[src/rtl/pe_disp_pkg.sv]
// Shared definitions for the PE array dispatcher.
// Contents:
//   - host command opcodes (anything above OP_WAIT_IDLE is treated as a NOP)
//   - dispatcher FSM state encodings, kept as plain localparams so older
//     tools and existing waveform decoders can keep using the raw values
//   - tile-config word count and field width, and the data word width
package pe_disp_pkg;

    localparam logic [2:0] OP_CFG       = 3'd0;
    localparam logic [2:0] OP_LOAD_W    = 3'd1;
    localparam logic [2:0] OP_LOAD_I    = 3'd2;
    localparam logic [2:0] OP_STORE     = 3'd3;
    localparam logic [2:0] OP_WAIT_IDLE = 3'd4;

    localparam logic [2:0] S_IDLE    = 3'd0;
    localparam logic [2:0] S_CFG_RD  = 3'd1;
    localparam logic [2:0] S_CFG_WR  = 3'd2;
    localparam logic [2:0] S_LD_CMD  = 3'd3;
    localparam logic [2:0] S_LD_DATA = 3'd4;
    localparam logic [2:0] S_ST_CMD  = 3'd5;
    localparam logic [2:0] S_ST_DATA = 3'd6;
    localparam logic [2:0] S_WAIT    = 3'd7;

    localparam int CFG_WORDS   = 8;
    localparam int CFG_FIELD_W = 13;
    localparam int DATA_W      = 16;

    // NOP opcodes never address a PE, so they can never raise err.
    function automatic logic is_real_op(input logic [2:0] op);
        return op <= OP_WAIT_IDLE;
    endfunction

endpackage

[src/rtl/pe_array_dispatcher_pe_dout_mux.sv]
// NPE-way select of the per-PE dout stream by PE id.
// Ports:
//   sel        PE id to select; ids >= NPE select nothing (valid 0, data 0)
//   valid_in   per-PE dout_valid
//   data_in    per-PE dout_data, PE k at bits [16k+15:16k]
//   valid_out  selected dout_valid
//   data_out   selected dout_data
module pe_dout_mux
    import pe_disp_pkg::*;
#(
    parameter int NPE = 16
) (
    input  logic [7:0]            sel,
    input  logic [NPE-1:0]        valid_in,
    input  logic [DATA_W*NPE-1:0] data_in,
    output logic                  valid_out,
    output logic [DATA_W-1:0]     data_out
);

    // Compare against every PE index so that out-of-range ids fall through
    // to the zero default instead of indexing past the bus.
    always_comb begin
        valid_out = 1'b0;
        data_out  = '0;
        for (int k = 0; k < NPE; k++) begin
            if (int'(sel) == k) begin
                valid_out = valid_in[k];
                data_out  = data_in[DATA_W*k +: DATA_W];
            end
        end
    end

endmodule

[src/rtl/pe_array_dispatcher.sv]
// Host-side master for the per-PE command/data interface of the core array.
// Pops host commands, drives the PE id/broadcast/cfg bus, load/store strobes
// and the din stream, and returns the addressed PE's dout stream to the host.
// Ports:
//   clk, rst                  clock, synchronous active-high reset
//   cmd_*                     host command stream (accepted only in S_IDLE)
//   src_*                     host data into the PEs (CFG words, LOAD data)
//   snk_*                     PE output data back to the host (STORE)
//   id, broadcast             latched target of the last accepted command
//   cfg, cfg_Iext..cfg_Wori   one-cycle config strobe and 13-bit tile config
//   din_valid, din_data       data stream to the PEs, no backpressure
//   load_weight, load_input,
//   store_output              one-cycle registered command strobes
//   pe_dout_valid/data        per-PE output streams
//   dout_ready                ready back to the PEs during STORE
//   pe_idle                   per-PE idle flags
//   err                       sticky out-of-range id flag
module pe_array_dispatcher
    import pe_disp_pkg::*;
#(
    parameter int NPE  = 16,
    parameter int LENW = 16
) (
    input  logic                   clk,
    input  logic                   rst,
    input  logic                   cmd_valid,
    output logic                   cmd_ready,
    input  logic [2:0]             cmd_op,
    input  logic [7:0]             cmd_id,
    input  logic                   cmd_bcast,
    input  logic [LENW-1:0]        cmd_len,
    input  logic                   src_valid,
    output logic                   src_ready,
    input  logic [DATA_W-1:0]      src_data,
    output logic                   snk_valid,
    input  logic                   snk_ready,
    output logic [DATA_W-1:0]      snk_data,
    output logic [7:0]             id,
    output logic                   broadcast,
    output logic                   cfg,
    output logic [CFG_FIELD_W-1:0] cfg_Iext,
    output logic [CFG_FIELD_W-1:0] cfg_Oext,
    output logic [CFG_FIELD_W-1:0] cfg_Hext,
    output logic [CFG_FIELD_W-1:0] cfg_Wext,
    output logic [CFG_FIELD_W-1:0] cfg_Iori,
    output logic [CFG_FIELD_W-1:0] cfg_Oori,
    output logic [CFG_FIELD_W-1:0] cfg_Hori,
    output logic [CFG_FIELD_W-1:0] cfg_Wori,
    output logic                   din_valid,
    output logic [DATA_W-1:0]      din_data,
    output logic                   load_weight,
    output logic                   load_input,
    output logic                   store_output,
    input  logic [NPE-1:0]         pe_dout_valid,
    input  logic [DATA_W*NPE-1:0]  pe_dout_data,
    output logic                   dout_ready,
    input  logic [NPE-1:0]         pe_idle,
    output logic                   err
);

    logic [2:0]             state_q, state_d;
    logic [2:0]             op_q, op_d;
    logic [7:0]             id_q, id_d;
    logic                   bcast_q, bcast_d;
    logic [LENW-1:0]        len_q, len_d;
    logic [LENW-1:0]        cnt_q, cnt_d;
    logic                   err_q, err_d;
    logic                   cfg_q, cfg_d;
    logic                   ld_w_q, ld_w_d;
    logic                   ld_i_q, ld_i_d;
    logic                   st_q, st_d;
    logic [CFG_FIELD_W-1:0] cfg_reg_q [CFG_WORDS];
    logic [CFG_FIELD_W-1:0] cfg_reg_d [CFG_WORDS];

    logic                   sel_valid;
    logic [DATA_W-1:0]      sel_data;
    logic                   target_idle;
    logic                   last_word;

    pe_dout_mux #(.NPE(NPE)) u_dout_mux (
        .sel       (id_q),
        .valid_in  (pe_dout_valid),
        .data_in   (pe_dout_data),
        .valid_out (sel_valid),
        .data_out  (sel_data)
    );

    // WAIT_IDLE target: all PEs when broadcasting, otherwise the addressed
    // PE only. An out-of-range unicast id never reaches S_WAIT.
    always_comb begin
        target_idle = 1'b0;
        if (bcast_q) begin
            target_idle = &pe_idle;
        end else begin
            for (int k = 0; k < NPE; k++) begin
                if (int'(id_q) == k) target_idle = pe_idle[k];
            end
        end
    end

    // Word counter runs 0..len-1, so len=2^LENW-1 finishes without wrapping.
    assign last_word = (cnt_q == len_q - LENW'(1));

    // Next-state, stream handshakes and strobe generation. Strobes are
    // derived from the next state so each one is a registered pulse aligned
    // with the state that owns it.
    always_comb begin
        state_d    = state_q;
        op_d       = op_q;
        id_d       = id_q;
        bcast_d    = bcast_q;
        len_d      = len_q;
        cnt_d      = cnt_q;
        err_d      = err_q;
        cfg_reg_d  = cfg_reg_q;
        cmd_ready  = (state_q == S_IDLE);
        src_ready  = 1'b0;
        din_valid  = 1'b0;
        din_data   = '0;
        snk_valid  = 1'b0;
        snk_data   = '0;
        dout_ready = 1'b0;

        case (state_q)
            S_IDLE: begin
                if (cmd_valid) begin
                    op_d    = cmd_op;
                    id_d    = cmd_id;
                    bcast_d = (cmd_op == OP_STORE) ? 1'b0 : cmd_bcast;
                    len_d   = cmd_len;
                    cnt_d   = '0;
                    if (is_real_op(cmd_op) && !bcast_d && int'(cmd_id) >= NPE) begin
                        err_d = 1'b1;
                    end else begin
                        case (cmd_op)
                            OP_CFG:                state_d = S_CFG_RD;
                            OP_LOAD_W, OP_LOAD_I:  state_d = S_LD_CMD;
                            OP_STORE:              state_d = S_ST_CMD;
                            OP_WAIT_IDLE:          state_d = S_WAIT;
                            default:               state_d = S_IDLE;
                        endcase
                    end
                end
            end
            S_CFG_RD: begin
                src_ready = 1'b1;
                if (src_valid) begin
                    cfg_reg_d[cnt_q[2:0]] = src_data[CFG_FIELD_W-1:0];
                    if (cnt_q == LENW'(CFG_WORDS - 1)) begin
                        cnt_d   = '0;
                        state_d = S_CFG_WR;
                    end else begin
                        cnt_d = cnt_q + LENW'(1);
                    end
                end
            end
            S_CFG_WR: state_d = S_IDLE;
            S_LD_CMD: state_d = (len_q == '0) ? S_IDLE : S_LD_DATA;
            S_LD_DATA: begin
                src_ready = 1'b1;
                din_valid = src_valid;
                din_data  = src_data;
                if (src_valid) begin
                    if (last_word) state_d = S_IDLE;
                    else           cnt_d   = cnt_q + LENW'(1);
                end
            end
            S_ST_CMD: state_d = (len_q == '0) ? S_IDLE : S_ST_DATA;
            S_ST_DATA: begin
                snk_valid  = sel_valid;
                snk_data   = sel_data;
                dout_ready = snk_ready;
                if (sel_valid && snk_ready) begin
                    if (last_word) state_d = S_IDLE;
                    else           cnt_d   = cnt_q + LENW'(1);
                end
            end
            S_WAIT: if (target_idle) state_d = S_IDLE;
            default: state_d = S_IDLE;
        endcase

        cfg_d  = (state_d == S_CFG_WR);
        ld_w_d = (state_d == S_LD_CMD) && (op_d == OP_LOAD_W);
        ld_i_d = (state_d == S_LD_CMD) && (op_d == OP_LOAD_I);
        st_d   = (state_d == S_ST_CMD);
    end

    // State and output registers; reset abandons any operation in flight.
    always_ff @(posedge clk) begin
        if (rst) begin
            state_q <= S_IDLE;
            op_q    <= '0;
            id_q    <= '0;
            bcast_q <= 1'b0;
            len_q   <= '0;
            cnt_q   <= '0;
            err_q   <= 1'b0;
            cfg_q   <= 1'b0;
            ld_w_q  <= 1'b0;
            ld_i_q  <= 1'b0;
            st_q    <= 1'b0;
            for (int i = 0; i < CFG_WORDS; i++) cfg_reg_q[i] <= '0;
        end else begin
            state_q   <= state_d;
            op_q      <= op_d;
            id_q      <= id_d;
            bcast_q   <= bcast_d;
            len_q     <= len_d;
            cnt_q     <= cnt_d;
            err_q     <= err_d;
            cfg_q     <= cfg_d;
            ld_w_q    <= ld_w_d;
            ld_i_q    <= ld_i_d;
            st_q      <= st_d;
            cfg_reg_q <= cfg_reg_d;
        end
    end

    assign id           = id_q;
    assign broadcast    = bcast_q;
    assign err          = err_q;
    assign cfg          = cfg_q;
    assign load_weight  = ld_w_q;
    assign load_input   = ld_i_q;
    assign store_output = st_q;
    assign cfg_Iext     = cfg_reg_q[0];
    assign cfg_Oext     = cfg_reg_q[1];
    assign cfg_Hext     = cfg_reg_q[2];
    assign cfg_Wext     = cfg_reg_q[3];
    assign cfg_Iori     = cfg_reg_q[4];
    assign cfg_Oori     = cfg_reg_q[5];
    assign cfg_Hori     = cfg_reg_q[6];
    assign cfg_Wori     = cfg_reg_q[7];

endmodule

[config.mk]
export PLATFORM = sky130hd
export DESIGN_NAME = pe_array_dispatcher
export DESIGN_NICKNAME = d
export VERILOG_FILES = /design/src/rtl/pe_disp_pkg.sv /design/src/rtl/pe_array_dispatcher_pe_dout_mux.sv /design/src/rtl/pe_array_dispatcher.sv
export SDC_FILE = /design/constraint.sdc
export NUM_CORES = 1
export LEC_CHECK = 0
export ABC_CLOCK_PERIOD_IN_PS = 3600
export CORE_AREA = 4 4 191 193
export CTS_CLUSTER_SIZE = 20
export DETAILED_ROUTE_END_ITERATION = 8
export DIE_AREA = 0 0 195 197
export GPL_TIMING_DRIVEN = 0
export PLACE_DENSITY_LB_ADDON = 0.25
export SLEW_MARGIN = 20
export SYNTH_ARGS = -nofsm -noshare
export SYNTH_HDL_FRONTEND = slang
export SYNTH_SLANG_ARGS = --single-unit
[constraint.sdc]
create_clock -name clk -period 3.6 [get_ports clk]
set_input_delay 0.9 -clock clk [delete_from_list [all_inputs] [get_ports clk]]
set_output_delay 0.9 -clock clk [all_outputs]
set_load 0.01 [all_outputs]
==> results.toml, run 1 <==
[outcome]
status = "finished, violations left"
failed_checks = "negative setup slack"

[final_layout]
final_cell_mix = "457 x clkdlybuf4s50_1, 193 x nand2_1, 148 x dfxtp_1"
final_common_cell = "clkdlybuf4s50_1"
drive_above_1_share = 0.120
syn_to_final_growth_pct = 74.9
utilization = 0.466
nFillCells = 3440
nNetsFinal = 2058
final_cells = 2197

[grt]
antenna_found_initial = 16
grt_pass1_wl_um = 79700
gr-total-overflow = 0
grt_max_degree = 18
grt_pass1_vias = 11500
track_usage = 0.278

[critical_path]
cp_cell_sequence = "or4_4 > or3_4 > clkbuf_16 > o21ai_2 > a21oi_1 > nand2_1 > a221oi_2 > a31oi_1 > buf_2"
max_stage_delay_ps = 590
cp-end-kind = "primary output"
critPathLaunchType = "register"
critPathKind = "register to primary output"
required_ps = 2700
cp.arrival_ps = 2880
crit_path_max_fanout = 7
critPathSlowestCell = "or4_4"

[die]
coreArea_um2 = 34500
initial_core_util = 0.266
io_pins = 492
fp.dieW_um = 195
fp-row-count = 68
die_h_um = 197
dieArea_um2 = 38400

[logic_synthesis]
avgSynthCellArea_um2 = 7.68
synth_async_sr_flop_share = 0
synth_top_family_by_area = "simple AND/OR/NAND/NOR gates"
synth_cell_types = 61
syn-cell-area_um2 = 9200
synth_flop_cell = "dfxtp_1"
synthMuxAreaShare = 0.134
syn_nets = 1537
ys_seq_area_frac = 0.340
synth_xor_area_frac = 0.0152
synth_fa_ha_area_frac = 0.00408
synthSimpleGateAreaFrac = 0.240
synth-edff-count = 0
yosysWarnings = 0
synth_cells = 1197
ys_ff_latch = 156
synth_compound_area_frac = 0.214

[sta]
fin_crit_ps = 3780
setup_viol = 13
slew_headroom = 0.305
finalHoldViolations = 0
skew_ps = 12.1
fmax_mhz = 265
period_share = 1.05
fin_ws_ps = -180
tightest_slew_ps = 1030
rsz0062_at_grt = "true"
slew_viol_final = 0

[power_and_ir_drop]
power_switching_share = 0.311
p_comb_frac = 0.266
powerDensity_nw_per_um2 = 311
cell_internal_pwr_w = 0.00345
peakVddDrop_v = 0.000337
p_leak_nw = 5.68
p_seq_frac = 0.361
power.clock.fraction = 0.373
netSwitchingPower_w = 0.00156

[clock_tree]
clock_path_buffers = 2
ctsHoldBuffers = 0
cts_buffers = 17
cts_htree_levels = 4
root_buffer = "clkbuf_16"
clkSlewWorstSetupHoldPaths_ps = 70
worstSkewPairLatency_ps = 460
clock-sinks = 156
cts_tree = "built"

[drt]
drc_errors = 0
first_pass_iters = 7
drt_iter0_markers = 820
vias = 11700
vias_per_cell = 5.34
drt_wl_total_um = 56600
drt-wirelength-per-cell_um = 25.7
ant_nets = 0

[worst_hold_path]
hold_class = "register to register"

[placed_design]
place_inst = 2128
portBuffers = 475
hpwlAfterDp_um = 45600
place_congestion = 0.989

[flow_run]
drv_cap = 0
==> timing repair <==
action | 4_1_cts | 5_1_grt
endpoints found under the hold margin | 0 | 0
gates cloned | 0 | 1
pin swaps | 17 | 12
gates resized for setup | 238 | 40
setup endpoints to repair | 53 | 50
buffers inserted | 21 | 11
==> synth_stat cells (4+ instances only) <==
cell type  count  area [um^2]
nand2_1      194          728
dfxtp_1      156         3120
nor2_1       118          443
a21oi_1      112          561
mux2i_1       89          891
clkbuf_1      88          330
o21ai_0       55          275
a22oi_1       40          300
nand3_1       28          140
inv_1         24         90.1
a221oi_1      22          193
nor3_1        21          105
and2_1        20          125
a31oi_1       18          113
nand4_1       16          100
mux4_2        13          293
nor4_1        13         81.3
o221ai_1      13          114
or3_1         13         81.3
xnor2_1       11         96.3
buf_1          9         33.8
nor2b_1        9         56.3
o211ai_1       9         67.6
nand2b_1       8         50.1
or4_1          8         60.1
and3_1         7         43.8
o22ai_1        6         37.5
o31ai_1        5         37.5
xor2_1         5         43.8
buf_2          4         20.0
mux2_2         4         45.0
nand3b_1       4         30.0
nor3b_1        4         30.0
o21bai_1       4         30.0
o31a_1         4         35.0
or2_2          4         25.0
==> layout make-up <==
type / instances / area (um^2) / share of cell area
tap: 455 / 569 / 0.0354
inverter: 24 / 90.1 / 0.00560
multi-input combinational: 914 / 5970 / 0.371
clock inverter: 15 / 175 / 0.0109
sequential: 156 / 3140 / 0.195
clock buffer: 17 / 425 / 0.0265
antenna: 11 / 27.5 / 0.00171
timing repair buffer: 509 / 5040 / 0.313
buffer: 96 / 649 / 0.0404
==> flip-flops by register name, indices dropped and copies added, names as in the netlist, 3 cells and up <==
signal / flops
cfg_Hext: 13
cfg_Hori: 13
cfg_Iext: 13
cfg_Iori: 13
cfg_Oext: 13
cfg_Oori: 13
cfg_Wext: 13
cfg_Wori: 13
cnt_q: 16
id: 8
len_q: 16
op_q: 3
state_q: 3
==> final timing paths <==
path               startpoint      endpoint  slack [ps]  cells after the start
setup / recovery        id[6]  snk_data[12]        -180                      9
setup reg to reg        id[6]     cnt_q[15]          90                     14
hold / removal    cfg_Wori[2]   cfg_Wori[2]         460                      2
hold reg to reg   cfg_Wori[2]   cfg_Wori[2]         460                      2
==> kinds of logic after synthesis <==
| group | after synthesis |
|---|---|
| adder cells (fa/ha/maj) | 3 |
| XOR/XNOR | 16 |
| buffers and inverters | 127 |
| AO/OA/AOI/OAI | 311 |
| multiplexers | 106 |
| AND/OR/NAND/NOR | 478 |
| flip-flops | 156 |
==> worst max-delay path: cells and delay by family, from the launching register on <==
| family | cells | cell delay, ps |
|---|---|---|
| and+or+nand+nor | 3 | 1100 |
| buffers and inverters | 2 | 390 |
| AOI/OAI and AO/OA | 4 | 570 |
| DFF | 1 | 350 |
==> through the flow <==
step	hold slack (ps)	area, um^2	TNS (ps)	total power, W	worst slack [ps]
2_1_floorplan	436	9200	0	0.00234	44.4
3_3_place_gp	441	14500	-38070	0.00297	-2180
3_5_place_dp	449	14500	-38180	0.00299	-2080
4_1_cts	458	15800	-806	0.00498	-174
5_1_grt	475	16100	-2080	0.00520	-206
6_report	456	16100	-1020	0.00500	-180
==> power by group through the flow <==
stage / Combinational, W / Clock (W) / Sequential (W)
3_5_place_dp: 0.00115 / 0 / 0.00184
5_1_grt: 0.00142 / 0.00197 / 0.00181
3_3_place_gp: 0.00114 / 0 / 0.00184
4_1_cts: 0.00128 / 0.00189 / 0.00181
2_1_floorplan: 0.000507 / 0 / 0.00183
6_report: 0.00133 / 0.00187 / 0.00181
==> layer usage <==
layer,track usage,routed length (um),vias to the layer above
met2,0.479,27800,604
met1,0.320,21200,5617
met5,0,79,-
met4,0.102,2020,10
li1,-,-,5380
met3,0.0978,5380,114
(Power assumes the default switching activity.)
==> inputs of run 2 (changes only) <==
- GPL_TIMING_DRIVEN: 0 -> default
==> results.toml, run 2 (synthesis results as in run 1) <==
[outcome]
status = "finished, violations left"
failed_checks = "negative setup slack"

[power_and_ir_drop]
powerDensity_nw_per_um2 = 289
p_leak_nw = 6.23
peakVddDrop_v = 0.000352

[drt]
drt_wl_total_um = 55800
first_pass_iters = 6
drt-wirelength-per-cell_um = 24.8
vias = 11600
drt_iter0_markers = 669
ant_nets = 0
vias_per_cell = 5.16
drc_errors = 0

[die]
fp.dieW_um = 195
initial_core_util = 0.266
fp-row-count = 68
dieArea_um2 = 38400
io_pins = 492
coreArea_um2 = 34500
die_h_um = 197

[grt]
gr-total-overflow = 0
track_usage = 0.273
grt_pass1_vias = 11500
grt_pass1_wl_um = 78800
grt_max_degree = 109
antenna_found_initial = 17

[critical_path]
required_ps = 2700
cp_cell_sequence = "or4_4 > or3_4 > buf_12 > o21ai_4 > a21oi_2 > nand2_1 > a221oi_2 > a31oi_1 > buf_4 > buf_6"
critPathKind = "register to primary output"
critPathLaunchType = "register"
cp_top_family = "simple AND/OR/NAND/NOR gates"
cp-end-kind = "primary output"
critPathSlowestCell = "or4_4"
crit_path_max_fanout = 7
max_stage_delay_ps = 560
cp.arrival_ps = 2780
path_buf_inv = 3

[clock_tree]
cts_buffers = 17
cts_htree_levels = 4
worstSkewPairLatency_ps = 440
clkSlewWorstSetupHoldPaths_ps = 60
clock-sinks = 156
root_buffer = "clkbuf_16"
cts_tree = "built"
clock_path_buffers = 2
ctsHoldBuffers = 0

[final_layout]
final_cell_mix = "469 x clkdlybuf4s50_1, 190 x nand2_1, 150 x dfxtp_1"
largest_registers = "cnt_q: 16 flops, len_q: 16 flops"
nNetsFinal = 2111
syn_to_final_growth_pct = 86.7
final_common_cell = "clkdlybuf4s50_1"
drive_above_1_share = 0.196

[sta]
rsz0062_at_grt = "true"
fin_ws_ps = -80.1
fin_crit_ps = 3680
setup_viol = 5
period_share = 1.02
skew_ps = 12.8
tightest_slew_ps = 679
finalHoldViolations = 0
slew_headroom = 0.545
finalSetupTns_ps = -259
slew_viol_final = 0
fmax_mhz = 272

[worst_hold_path]
hold_class = "register to register"

[placed_design]
place_congestion = 0.982
hpwlAfterDp_um = 44700
portBuffers = 491
place_ws_ps = -620

[flow_run]
drv_cap = 0
-- run 2: cell count changes in the layout (fill, tap and decap cells not counted), sizes merged --
cell | previous run | this run
clkbuf | 94 | 19
clkdlybuf4s50 | 457 | 469
clkinvlp | 1 | 3
clkinv | 5 | 3
buf | 70 | 184
dlygate4sd2 | 1 | 4
diode | 11 | 12
bufinv | 1 | 0
-- run 2: worst paths after layout --
path,depth (start not counted),startpoint,slack [ps],endpoint
worst min register to register,2,cfg_Wori[11],450,cfg_Wori[11]
worst max register to register,15,id[7],150,cnt_q[6]
worst min-delay path,2,cfg_Wori[11],450,cfg_Wori[11]
worst max-delay path,10,id[7],-80,snk_data[9]
-- run 2: repair_timing --
| item | CTS | global route |
|---|---|---|
| cloned | 3 | 1 |
| resized for setup | 176 | 91 |
| setup buffers | 21 | 11 |
| setup endpoints to repair | 17 | 17 |
| pin swaps | 25 | 50 |
-- run 2: layout make-up --
class                      count  area [um^2]
antenna                       12         30.0
clock buffer                  18          429
clock inverter                14          125
fill                        3362        17400
inverter                      24         90.1
multi-input combinational    914         6310
sequential                   156         3140
tap                          455          569
timing repair buffer         658         6480
-- run 2: per-stage QoR --
stage | instance area [um^2] | utilization | std cells | hold slack, ps | total power, W
finish | 17200 | 0.497 | 2251 | 453 | 0.00496
global route | 17200 | 0.497 | 2250 | 476 | 0.00516
CTS | 16600 | 0.481 | 2234 | 456 | 0.00491
detailed placement | 15400 | 0.447 | 2179 | 449 | 0.00309
global placement | 15400 | 0.447 | 2179 | 442 | 0.00309
floorplan | 9200 | - | 1197 | 436 | 0.00234
-- run 2: worst reg2reg max path: cells and delay by family, from the launching register on --
family | cells | cell delay, ps
flops | 1 | 320
compound gates | 3 | 790
simple gates | 5 | 1290
buf+inv | 7 | 1010
-- run 2: power by group --
group / switching [W] / leakage (nW) / internal (W)
registers: 0.0000490 / 1.26 / 0.00176
logic: 0.000655 / 4.70 / 0.000771
clock network: 0.000814 / 0.266 / 0.000909
total: 0.00152 / 6.23 / 0.00344
-- run 2: metal layers --
layer,routed length (um),GRT usage,part of all wire
met5,61,0,0.0011
met2,27800,0.475,0.50
met1,21400,0.314,0.38
met3,4510,0.0892,0.081
met4,1980,0.103,0.035
